$ cat src/rtl/rtc_disp_pkg.sv
// Shared constants for the RTC display register bank: register map, status bits, blink phase.
// Consumed by rtc_display_regs and rtc_blink_timer (the latter built only with RTC_BLINK_EN).
package rtc_disp_pkg;

  localparam logic [3:0] ADDR_SEC    = 4'd0;
  localparam logic [3:0] ADDR_MIN    = 4'd1;
  localparam logic [3:0] ADDR_HOUR   = 4'd2;
  localparam logic [3:0] ADDR_DAY    = 4'd3;
  localparam logic [3:0] ADDR_MONTH  = 4'd4;
  localparam logic [3:0] ADDR_YEAR   = 4'd5;
  localparam logic [3:0] ADDR_CSEC   = 4'd6;
  localparam logic [3:0] ADDR_CMIN   = 4'd7;
  localparam logic [3:0] ADDR_CHOUR  = 4'd8;
  localparam logic [3:0] ADDR_STATUS = 4'd9;

  localparam int unsigned ST_IRQ      = 0;
  localparam int unsigned ST_MODE12   = 1;
  localparam int unsigned HOUR_PM_BIT = 7;

  localparam logic [3:0] EDIT_NONE = 4'hF;

  typedef enum logic {
    PHASE_ON  = 1'b0,
    PHASE_OFF = 1'b1
  } blink_phase_e;

  function automatic logic bcd_nibble_bad(input logic [3:0] n);
    return n > 4'd9;
  endfunction

endpackage

$ cat src/rtl/rtc_blink_timer.sv
// Edit-field blink timer: counts frame ticks and toggles the blank phase every BLINK_FRAMES.
// Instantiated by rtc_display_regs only when RTC_BLINK_EN is defined.
module rtc_blink_timer
  import rtc_disp_pkg::*;
#(
  parameter int unsigned BLINK_FRAMES = 30,
  parameter int unsigned NFIELDS      = 9
) (
  input  logic               clk,
  input  logic               reset,
  input  logic               frame_tick,
  input  logic [3:0]         edit_field,
  output logic [NFIELDS-1:0] blank_mask
);

  localparam int unsigned CW = (BLINK_FRAMES > 1) ? $clog2(BLINK_FRAMES) : 1;

  logic [CW-1:0] cnt_q, cnt_d;
  blink_phase_e  phase_q, phase_d;
  logic [3:0]    edit_q;

  always_ff @(posedge clk or posedge reset) begin
    if (reset) begin
      cnt_q   <= '0;
      phase_q <= PHASE_ON;
      edit_q  <= EDIT_NONE;
    end else begin
      cnt_q   <= cnt_d;
      phase_q <= phase_d;
      edit_q  <= edit_field;
    end
  end

  always_comb begin
    cnt_d   = cnt_q;
    phase_d = phase_q;
    if (edit_field != edit_q) begin
      cnt_d   = '0;
      phase_d = PHASE_ON;
    end else if (frame_tick) begin
      if (cnt_q == CW'(BLINK_FRAMES - 1)) begin
        cnt_d   = '0;
        phase_d = (phase_q == PHASE_ON) ? PHASE_OFF : PHASE_ON;
      end else begin
        cnt_d = cnt_q + CW'(1);
      end
    end
  end

  // Gated on an unchanged edit_field so a field switch un-blanks in the same cycle.
  always_comb begin
    blank_mask = '0;
    if (phase_q == PHASE_OFF && edit_field == edit_q && 32'(edit_field) < NFIELDS) begin
      blank_mask[edit_field] = 1'b1;
    end
  end

endmodule

$ cat src/rtl/rtc_display_regs.sv
// Frame-synchronous RTC shadow/display register bank feeding the text overlay.
// Define RTC_BLINK_EN to build the edit-field blink timer; otherwise blank_mask is tied low.
module rtc_display_regs
  import rtc_disp_pkg::*;
#(
  parameter int unsigned BLINK_FRAMES = 30,
  parameter int unsigned NFIELDS      = 9
) (
  input  logic               clk,
  input  logic               reset,
  input  logic               wr_en,
  input  logic [3:0]         wr_addr,
  input  logic [7:0]         wr_data,
  input  logic               frame_tick,
  input  logic [3:0]         edit_field,
  output logic [3:0]         digUS,
  output logic [3:0]         digDS,
  output logic [3:0]         digUM,
  output logic [3:0]         digDM,
  output logic [3:0]         digUH,
  output logic [3:0]         digDH,
  output logic [3:0]         digUD,
  output logic [3:0]         digDD,
  output logic [3:0]         digUME,
  output logic [3:0]         digDME,
  output logic [3:0]         digUA,
  output logic [3:0]         digDA,
  output logic [3:0]         digUSC,
  output logic [3:0]         digDSC,
  output logic [3:0]         digUMC,
  output logic [3:0]         digDMC,
  output logic [3:0]         digUHC,
  output logic [3:0]         digDHC,
  output logic               am_ind,
  output logic               pm_ind,
  output logic               alarm_ind,
  output logic               bad_bcd,
  output logic [NFIELDS-1:0] blank_mask
);

  logic [7:0] shadow_q [NFIELDS];
  logic [7:0] shadow_d [NFIELDS];
  logic [7:0] disp_q   [NFIELDS];
  logic [7:0] disp_d   [NFIELDS];
  logic [1:0] sstat_q, sstat_d;
  logic [1:0] dstat_q, dstat_d;
  logic       dirty_q, dirty_d;
  logic       bad_q, bad_d;

  logic       field_wr, status_wr;
  logic       units_bad, tens_bad;
  logic [3:0] tens_chk;
  logic [7:0] wr_clean;

  assign field_wr  = wr_en && (32'(wr_addr) < NFIELDS);
  assign status_wr = wr_en && (wr_addr == ADDR_STATUS);

  // Hour tens excludes the PM bit, so it can never be out of range and bit7 survives intact.
  assign tens_chk  = (wr_addr == ADDR_HOUR) ? {1'b0, wr_data[6:4]} : wr_data[7:4];
  assign units_bad = bcd_nibble_bad(wr_data[3:0]);
  assign tens_bad  = bcd_nibble_bad(tens_chk);
  assign wr_clean  = {tens_bad ? 4'h0 : wr_data[7:4], units_bad ? 4'h0 : wr_data[3:0]};

  always_ff @(posedge clk or posedge reset) begin
    if (reset) begin
      shadow_q <= '{default: '0};
      disp_q   <= '{default: '0};
      sstat_q  <= '0;
      dstat_q  <= '0;
      dirty_q  <= 1'b0;
      bad_q    <= 1'b0;
    end else begin
      shadow_q <= shadow_d;
      disp_q   <= disp_d;
      sstat_q  <= sstat_d;
      dstat_q  <= dstat_d;
      dirty_q  <= dirty_d;
      bad_q    <= bad_d;
    end
  end

  // Commit reads the registered shadow, so a same-cycle write stays pending with dirty set.
  always_comb begin
    shadow_d = shadow_q;
    disp_d   = disp_q;
    sstat_d  = sstat_q;
    dstat_d  = dstat_q;
    dirty_d  = dirty_q;
    bad_d    = bad_q;
    if (frame_tick && dirty_q) begin
      disp_d  = shadow_q;
      dstat_d = sstat_q;
      dirty_d = 1'b0;
    end
    if (field_wr) begin
      shadow_d[wr_addr] = wr_clean;
      dirty_d           = 1'b1;
      if (units_bad || tens_bad) begin
        bad_d = 1'b1;
      end
    end
    if (status_wr) begin
      sstat_d = wr_data[1:0];
      dirty_d = 1'b1;
    end
  end

  assign digUS  = disp_q[ADDR_SEC][3:0];
  assign digDS  = disp_q[ADDR_SEC][7:4];
  assign digUM  = disp_q[ADDR_MIN][3:0];
  assign digDM  = disp_q[ADDR_MIN][7:4];
  assign digUH  = disp_q[ADDR_HOUR][3:0];
  assign digDH  = {2'b00, disp_q[ADDR_HOUR][5:4]};
  assign digUD  = disp_q[ADDR_DAY][3:0];
  assign digDD  = disp_q[ADDR_DAY][7:4];
  assign digUME = disp_q[ADDR_MONTH][3:0];
  assign digDME = disp_q[ADDR_MONTH][7:4];
  assign digUA  = disp_q[ADDR_YEAR][3:0];
  assign digDA  = disp_q[ADDR_YEAR][7:4];
  assign digUSC = disp_q[ADDR_CSEC][3:0];
  assign digDSC = disp_q[ADDR_CSEC][7:4];
  assign digUMC = disp_q[ADDR_CMIN][3:0];
  assign digDMC = disp_q[ADDR_CMIN][7:4];
  assign digUHC = disp_q[ADDR_CHOUR][3:0];
  assign digDHC = disp_q[ADDR_CHOUR][7:4];

  assign am_ind    = dstat_q[ST_MODE12] & ~disp_q[ADDR_HOUR][HOUR_PM_BIT];
  assign pm_ind    = dstat_q[ST_MODE12] &  disp_q[ADDR_HOUR][HOUR_PM_BIT];
  assign alarm_ind = dstat_q[ST_IRQ];
  assign bad_bcd   = bad_q;

  logic unused_hour_b6;
  assign unused_hour_b6 = disp_q[ADDR_HOUR][6];

`ifdef RTC_BLINK_EN
  rtc_blink_timer #(
    .BLINK_FRAMES(BLINK_FRAMES),
    .NFIELDS     (NFIELDS)
  ) u_blink (
    .clk       (clk),
    .reset     (reset),
    .frame_tick(frame_tick),
    .edit_field(edit_field),
    .blank_mask(blank_mask)
  );
`else
  logic unused_blink_cfg;
  assign unused_blink_cfg = ^{edit_field, BLINK_FRAMES[0]};
  assign blank_mask       = '0;
`endif

endmodule

$ cat config.mk
export PLATFORM = sky130hd
export DESIGN_NAME = rtc_display_regs
export DESIGN_NICKNAME = d
export VERILOG_FILES = /design/src/rtl/rtc_disp_pkg.sv /design/src/rtl/rtc_blink_timer.sv /design/src/rtl/rtc_display_regs.sv
export SDC_FILE = /design/constraint.sdc
export NUM_CORES = 1
export LEC_CHECK = 0
export ABC_AREA = 0
export BUFFER_PORTS_ARGS = -buffer_cell sky130_fd_sc_hd__clkbuf_2
export CORE_ASPECT_RATIO = 1.2
export CORE_MARGIN = 8
export CORE_UTILIZATION = 56
export CTS_CLUSTER_DIAMETER = 120
export DETAILED_ROUTE_END_ITERATION = 7
export GPL_TIMING_DRIVEN = 0
export PLACE_DENSITY_LB_ADDON = 0.08
export SETUP_SLACK_MARGIN = 0.02
export SYNTH_ARGS = -nofsm -noshare
export SYNTH_HDL_FRONTEND = slang
export SYNTH_HIERARCHICAL = 1
export SYNTH_SLANG_ARGS = --single-unit
$ cat constraint.sdc
create_clock -name clk -period 4.9 [get_ports clk]
set_input_delay 0.245 -clock clk [delete_from_list [all_inputs] [get_ports clk]]
set_output_delay 0.245 -clock clk [all_outputs]
set_load 0.02 [all_outputs]
; Word level (Yosys, flattened, before mapping)
; Cells that the tools add are included.
; W data, S select, Z words.
[word_totals]
reg_bits = 150
inputBits = 20
output_inout_bits = 85
elab_cells = 49
[op_classes]
order_cmp = 5
eq_ne = 2
muxes = 9
bitwise_logic = 4
reduce_logical = 7
[ops]
columns = cell, n
row1 = $bwmux W72, 1
row2 = $demux W8 S4, 1
row3 = $mux W4, 3
row4 = $gt A4 B4 Y1 const B, 2
row5 = $mux W8, 1
row6 = $ge A5 B5 Y1 const B, 1
row7 = $lt A5 B1 Y1 const B, 1
row8 = $not A4 Y5, 1
row9 = $eq A4 B2 Y1 const B, 1
row10 = $eq A4 B4 Y1 const B, 1
row11 = $logic_and A1 B1 Y1, 4
row12 = $lt A4 B4 Y1 const B, 1
row13 = $mux W1, 3
row14 = $reduce_bool A3 Y1, 1
row15 = $and A1 B1 Y1, 2
row16 = $reduce_and A2 Y1, 1
row17 = $logic_or A1 B1 Y1, 1
row18 = $not A1 Y1, 1

; Logic depth before layout (Yosys ltp)
; Gate-level depths: netlist of run 1.
[depth]
word_depth = 6
depth_mapped = 5
ltp_nobuf = 3

; Worst setup path before layout of run 1
; No wires, ideal clock.
[synth_timing]
path_type = in2reg
startpoint = input wr_addr[1]
endpoint = register shadow_q[5] in the netlist's numbering
arrival_ns = 1.404
setup_slack_ns = 3.369
path_stages = 5
n_path_buf = 2
path_cell_list = or3b_1 buf_2 or2_1 buf_6 mux2_1
[synth_via]
elab_chain_len = 6
elab_cells_between_ends = 13
cone_classes = order compare (4) / eq/ne (1) / mux (5) / bitwise (1) / reduce/logical (2)
[synth_lines]
columns = element, line_no
row1 = start: declaration, rtc_display_regs.sv:12  ; input logic [3:0] wr_addr,
row2 = $not A4 Y5 (implied by the code), rtc_display_regs.sv:96  ; shadow_d[wr_addr] = wr_clean;
row3 = $ge A5 B5 Y1 (implied by the code) or $lt A5 B1 Y1 (tied branches), rtc_display_regs.sv:96
row4 = $logic_and A1 B1 Y1 (implied by the code), rtc_display_regs.sv:96
row5 = $mux W8 (implied by the code), rtc_display_regs.sv:96
row6 = $demux W8 S4, rtc_display_regs.sv:96
row7 = $bwmux W72, rtc_display_regs.sv:96
row8 = end signal: assignment, rtc_display_regs.sv:73  ; shadow_q <= shadow_d;
row9 = end: declaration, rtc_display_regs.sv:41  ; logic [7:0] shadow_q [NFIELDS];
; Parallel ways exist; a longest one is shown, timed or not.
; A chain may end at the register's enable or synchronous reset.

; Worst setup path after layout of run 1
[layout_timing]
startpoint = register dirty_q
endpoint = register disp_q, in the netlist digDMC[2]
[layout_via]
elab_chain_len = 1
[layout_lines]
columns = element, line_no
row1 = start: declaration, rtc_display_regs.sv:47  ; logic dirty_q, dirty_d;
row2 = start signal: assignment, rtc_display_regs.sv:77  ; dirty_q <= dirty_d;
row3 = $logic_and A1 B1 Y1, rtc_display_regs.sv:90  ; if (frame_tick && dirty_q) begin
row4 = end signal: assignment, rtc_display_regs.sv:74  ; disp_q <= disp_d;
row5 = end: declaration, rtc_display_regs.sv:43  ; logic [7:0] disp_q [NFIELDS];
; No other way between the ends.

==> results of run 1 <==
==> cells by family (layout without fill, tap and decap cells) <==
group | count (synthesis) | in the layout | share of synthesized area
AND/OR/NAND/NOR | 30 | 30 | 0.0290
multiplexers | 131 | 131 | 0.238
flip-flops | 148 | 148 | 0.585
AO/OA/AOI/OAI | 40 | 40 | 0.0365
other | 1 | 11 | 0.000592
buffers and inverters | 102 | 224 | 0.112
==> cell type report <==
class                      count  area (um^2)
inverter                       2         12.5
buffer                       100          701
timing repair buffer          91          483
clock inverter                13          183
clock buffer                  18          439
sequential                   148         3700
fill                         792         3380
multi-input combinational    212         1970
tap                          132          165
==> synth_stat cells, types with 5 or more instances <==
library cell,count,area (um^2)
dfrtp_1,148,3700
mux2_4,8,120
o21ai_0,28,140
buf_4,81,608
buf_2,5,25.0
o31ai_1,7,52.6
mux2_2,113,1270
clkbuf_1,12,45.0
nor2_1,5,18.8
nor2b_1,5,31.3
mux2_1,10,113
==> stage by stage <==
| step | total power [uW] | util |
|---|---|---|
| after floorplan | 2310 | - |
| after global placement | 2550 | 0.633 |
| after detailed placement | 2590 | 0.636 |
| after CTS | 3960 | 0.694 |
| after global routing | 4100 | 0.694 |
| final | 3920 | 0.694 |
==> per-layer routing <==
metal / vias to the layer above / global-route usage / wire length, um
met1: 1875 / 0.216 / 5410
met4: 0 / 0.0697 / 199
met2: 67 / 0.301 / 6550
met5: - / 0 / 0
li1: 1721 / - / -
met3: 13 / 0.0496 / 575
==> power by group <==
part	internal, uW	switching [uW]
Clock	861	498
Combinational	488	456
Sequential	1480	133
Total	2830	1090
==> worst paths after layout <==
| path | from | endpoint | slack (ns) | cells after the start |
|---|---|---|---|---|
| max in group asynchronous | reset | digUD[3]$_DFFE_PP0P_ | 3.67 | 4 |
| worst max register to register | dirty_q$_DFFE_PP0P_ | digDMC[2]$_DFFE_PP0P_ | 3.11 | 3 |
| worst min register to register | shadow_q[66]$_DFFE_PP0P_ | shadow_q[66]$_DFFE_PP0P_ | 0.49 | 1 |
| worst min-delay path | wr_data[0] | sstat_q[0]$_DFFE_PP0P_ | 0.11 | 2 |
| min in group asynchronous | reset | digDS[3]$_DFFE_PP0P_ | 0.43 | 3 |
| worst max-delay path | dirty_q$_DFFE_PP0P_ | digDMC[2]$_DFFE_PP0P_ | 3.11 | 3 |
==> worst register-to-register path: stages, from the launching register on <==
cell,delay [ns]
dfrtp_1,0.38
nand2_1,0.32
clkbuf_1,0.55
mux2_2,0.41
==> flow_metrics.tcl, run 1 <==
set metrics [dict create \
    startpoint_type "flip-flop" \
    gp_congestion 0.751 \
    routed_wl_mm 12.7 \
    h-tree-depth 4 \
    cts_resized 0 \
    maxCapViolCount 0 \
    cp_max_fo 10 \
    placement.io_buffers 89 \
    arrival_ns 2.07 \
    antenna_cells 0 \
    skew_ns 0.0149 \
    finalHoldViolations 0 \
    yosys_warnings 6 \
    dp_cells 684 \
    cts-root-buf "clkbuf_16" \
    clock-sinks 148 \
    ant_nets 0 \
    peakVddDrop_mv 0.291 \
    finalNetCount 592 \
    cts_hold_buffers 1 \
    start_util 0.574 \
    pre_cts_slack_ns 2.66 \
    setup_ws_ns 3.11 \
    cp_top_family "buffers and inverters" \
    finalCriticalPeriod_ns 1.79 \
    die-area_mm2 0.0150 \
    synth_area_mm2 0.00634 \
    slew_viol_final 0 \
    grt_overflow 0 \
    drc 0 \
    endpoint_kind "flip-flop" \
    final_common_cell "dfrtp_1" \
    p_leak_uw 0.00396 \
    setup_tns_ns 0 \
    relSlewSlack 0.263 \
    cts_tree "yes" \
    synthArstFlopShare 1.00 \
    placed_area_mm2 0.00702 \
    io_pins 105 \
    drive_above_1_share 0.577 \
    clkTransAtPathRegs_ns 0.06 \
    hold_slack_ns 0.110 \
    rows 42 \
    grt_usage 0.180 \
    worst_slew_pin_slew_ns 1.10 \
    numCtsBuffers 17 \
    via_per_inst 5.13 \
    worstSetupPathType "reg -> reg" \
    yosysUniqueCellTypes 31 \
    vias 3676 \
    grt_pass1_wl_mm 21.0 \
    first_global_vias 3986 \
    largest_reg_flops 71 \
    rsz0062_at_grt "no" \
    status "completed" \
    synth-edff-count 0 \
    top_register "shadow_q" \
    fin_cells 716 \
    wl_per_cell_um 17.8 \
    grt_max_degree 97 \
    min_path_type "in -> reg" \
    synth.avg_cell_area_um2 14.0 \
    cpMaxStageDelayCell "clkbuf_1" \
    ys.flop_type "dfrtp_1" \
    power_density_mw_per_mm2 512 \
    worstSkewPairLatency_ns 0.42 \
    slowest_delay_ns 0.55 \
    seq_area_frac_synth 0.585 \
    clockBufferDepth 2 \
    synthCells 452 \
    critPathRequiredTime_ns 5.19 \
    areaGrowthSynthToFinish_pct 20.8 \
    die_x_um 113 \
    firstDrtPassIters 4 \
    drtIter0Drc 118 \
    core-area_mm2 0.0110 \
    cts_setup_buffers 0 \
    setup_viol 0 \
    final_cell_mix "dfrtp_1 (148), mux2_2 (113), clkbuf_2 (89), buf_4 (81), o21ai_0 (28)" \
    worstPathCellList "nand2_1, clkbuf_1, mux2_2" \
    die_height_um 133 \
    ys_ff_latch 148 \
    antenna_found_initial 0 \
    timing.final.crit_share 0.365 \
    fmax_mhz 560 \
    dpl.hpwl_mm 8.72 \
    critPathBufInv 1 \
    final_area_mm2 0.00765 \
]
No activity file was read; power rests on OpenSTA's default activity.
==> run 2, diff against run 1 <==
--- a/config.mk
+++ b/config.mk
@@ -5,7 +5,7 @@
 export SDC_FILE = /design/constraint.sdc
 export NUM_CORES = 1
 export LEC_CHECK = 0
-export ABC_AREA = 0
+export ABC_AREA = 1
 export BUFFER_PORTS_ARGS = -buffer_cell sky130_fd_sc_hd__clkbuf_2
 export CORE_ASPECT_RATIO = 1.2
 export CORE_MARGIN = 8
==> constraint.sdc (replaced) <==
create_clock -name clk -period 1.8 [get_ports clk]
set_input_delay 0.09 -clock clk [delete_from_list [all_inputs] [get_ports clk]]
set_output_delay 0.09 -clock clk [all_outputs]
set_load 0.02 [all_outputs]
==> flow_metrics.tcl, run 2 <==
set metrics [dict create \
    worstSetupPathType "reg -> reg" \
    finalHoldViolations 0 \
    vias 4071 \
    timing.final.crit_share 0.872 \
    drc 0 \
    cp_max_fo 10 \
    synth-edff-count 0 \
    clkTransAtPathRegs_ns 0.06 \
    first_global_vias 4313 \
    wl_per_cell_um 15.8 \
    seq_area_frac_synth 0.591 \
    numCtsBuffers 17 \
    synth.avg_cell_area_um2 11.3 \
    dpl.hpwl_mm 9.12 \
    synth_top_area_share 0.591 \
    slew_viol_final 0 \
    clock-sinks 148 \
    worstPathCellList "nand2_1, buf_2, buf_2, mux2_2" \
    grt_usage 0.186 \
    placement.io_buffers 89 \
    grt_pass1_wl_mm 21.7 \
    top_register "shadow_q" \
    via_per_inst 4.93 \
    die_x_um 113 \
    synth_area_mm2 0.00626 \
    cts-root-buf "clkbuf_16" \
    finalNetCount 700 \
    final_common_cell "dfrtp_1" \
    status "completed" \
    setup_tns_ns 0 \
    firstDrtPassIters 4 \
    hold_slack_ns 0.0638 \
    synthArstFlopShare 1.00 \
    io_pins 105 \
    ys_top_cells_by_count "dfrtp_1 (148), nand2_1 (89), buf_4 (83)" \
    critPathMostFrequentCell "buf_2" \
    synthCells 555 \
    critPathBufInv 2 \
    fmax_mhz 637 \
    cp_top_family "buffers and inverters" \
    clockBufferDepth 2 \
    h-tree-depth 4 \
    setup.worst_path.start "dirty_q$_DFFE_PP0P_" \
    synth_area_leaders "dfrtp_1 (59%), mux2_2 (11%), buf_4 (9.9%)" \
    worst_slew_pin_slew_ns 0.599 \
    gp_congestion 0.839 \
    antenna_cells 0 \
    yosys_warnings 6 \
    endpoint_kind "flip-flop" \
    yosysUniqueCellTypes 23 \
    ys_ff_latch 148 \
    slowest_delay_ns 0.37 \
    drtIter0Drc 172 \
    grt_overflow 0 \
    setup_viol 0 \
    cpMaxStageDelayCell "dfrtp_1" \
    power_density_mw_per_mm2 1360 \
    cts_tree "yes" \
    p_total_uw 10300 \
    relSlewSlack 0.600 \
    areaGrowthSynthToFinish_pct 21.0 \
    die-area_mm2 0.0148 \
    largest_reg_flops 71 \
    yosysMostFrequentCell "dfrtp_1" \
    startpoint_type "flip-flop" \
    arrival_ns 1.86 \
    finalCriticalPeriod_ns 1.57 \
    die_height_um 132 \
    ant_nets 0 \
    min-delay-start "wr_data[3]" \
    peakVddDrop_mv 0.832 \
    drive_above_1_share 0.437 \
    rsz0062_at_grt "no" \
    critPathRequiredTime_ns 2.09 \
    rr_startpoint "dirty_q$_DFFE_PP0P_" \
    setup_ws_ns 0.230 \
    rows 42 \
    core-area_mm2 0.0110 \
    final_cell_mix "dfrtp_1 (148), nand2_1 (89), clkbuf_2 (89), buf_4 (83), mux2_2 (61)" \
    pre_cts_slack_ns 0.224 \
    routed_wl_mm 13.1 \
    r2r_slack_ns 0.23 \
    p_leak_uw 0.00396 \
    antenna_found_initial 0 \
    skew_ns 0.00522 \
    ys.flop_type "dfrtp_1" \
    grt_max_degree 46 \
    synth_largest_area_cell "dfrtp_1" \
    maxCapViolCount 0 \
    start_util 0.570 \
    min_path_type "in -> reg" \
    worstSkewPairLatency_ns 0.41 \
]
[run 2: cell types whose count changed in the layout (fill, tap and decap cells not counted), sizes merged, moves of 4 or more]
| cell | before | now |
|---|---|---|
| mux2 | 131 | 61 |
| nand2 | 1 | 97 |
| clkinv | 4 | 8 |
| nor2 | 6 | 23 |
| o31ai | 7 | 0 |
| a21oi | 0 | 7 |
| clkbuf | 119 | 111 |
| nor2b | 5 | 0 |
| or2 | 6 | 1 |
| buf | 89 | 96 |
| inv | 3 | 36 |
| o21ai | 29 | 80 |
[run 2: cell type report]
class / instances / area, um^2
sequential: 148 / 3700
fill: 869 / 3400
multi-input combinational: 285 / 1750
buffer: 95 / 706
timing repair buffer: 96 / 546
clock buffer: 20 / 457
tap: 132 / 165
inverter: 37 / 143
clock inverter: 12 / 108
[run 2: logic make-up (layout without fill, tap and decap cells)]
family / Yosys count / after routing / synth area share
other cells: 1 / 11 / 0.000599
flops: 148 / 148 / 0.591
buf+inv: 132 / 260 / 0.135
compound gates: 87 / 87 / 0.0695
simple gates: 126 / 126 / 0.0941
mux: 61 / 61 / 0.110
[run 2: worst paths after layout]
check	end	cells after the start
worst max-delay path	digUMC[1]$_DFFE_PP0P_	4
worst min-delay path	shadow_q[67]$_DFFE_PP0P_	5
worst max register to register	digUMC[1]$_DFFE_PP0P_	4
worst min register to register	shadow_q[63]$_DFFE_PP0P_	2
max in group asynchronous	shadow_q[47]$_DFFE_PP0P_	5
min in group asynchronous	digDA[3]$_DFFE_PP0P_	3
[run 2: tightest hold or removal path, delay by kind of cell]
kind | cells | cell delay [ns]
simple gates | 2 | 0.13
compound gates | 1 | 0.06
buf+inv | 2 | 0.16
[run 2: routing by layer]
metal	global-route usage	wire (um)	vias up
met5	0	0	-
met4	0.0631	131	0
met2	0.297	6440	104
met3	0.0637	777	10
met1	0.230	5700	1988
li1	-	-	1969
[run 2: timing repair]
action	in CTS	in global routing
gates resized for setup	0	0
hold buffers	4	0
buffers inserted	0	0
hold endpoints to repair	28	0
[run 2: per-stage QoR]
stage                      util  instance area, um^2  cells
final                     0.690                 7580    825
after CTS                 0.690                 7580    825
after global placement    0.630                 6920    786
after floorplan               -                 6300    565
after detailed placement  0.635                 6980    789
after global routing      0.690                 7580    825
[run 2: report_power, final]
group / internal (uW) / switching, uW / total (uW)
registers: 4050 / 387 / 4440
logic: 1270 / 1330 / 2590
clock network: 1970 / 1340 / 3310
total: 7290 / 3050 / 10300
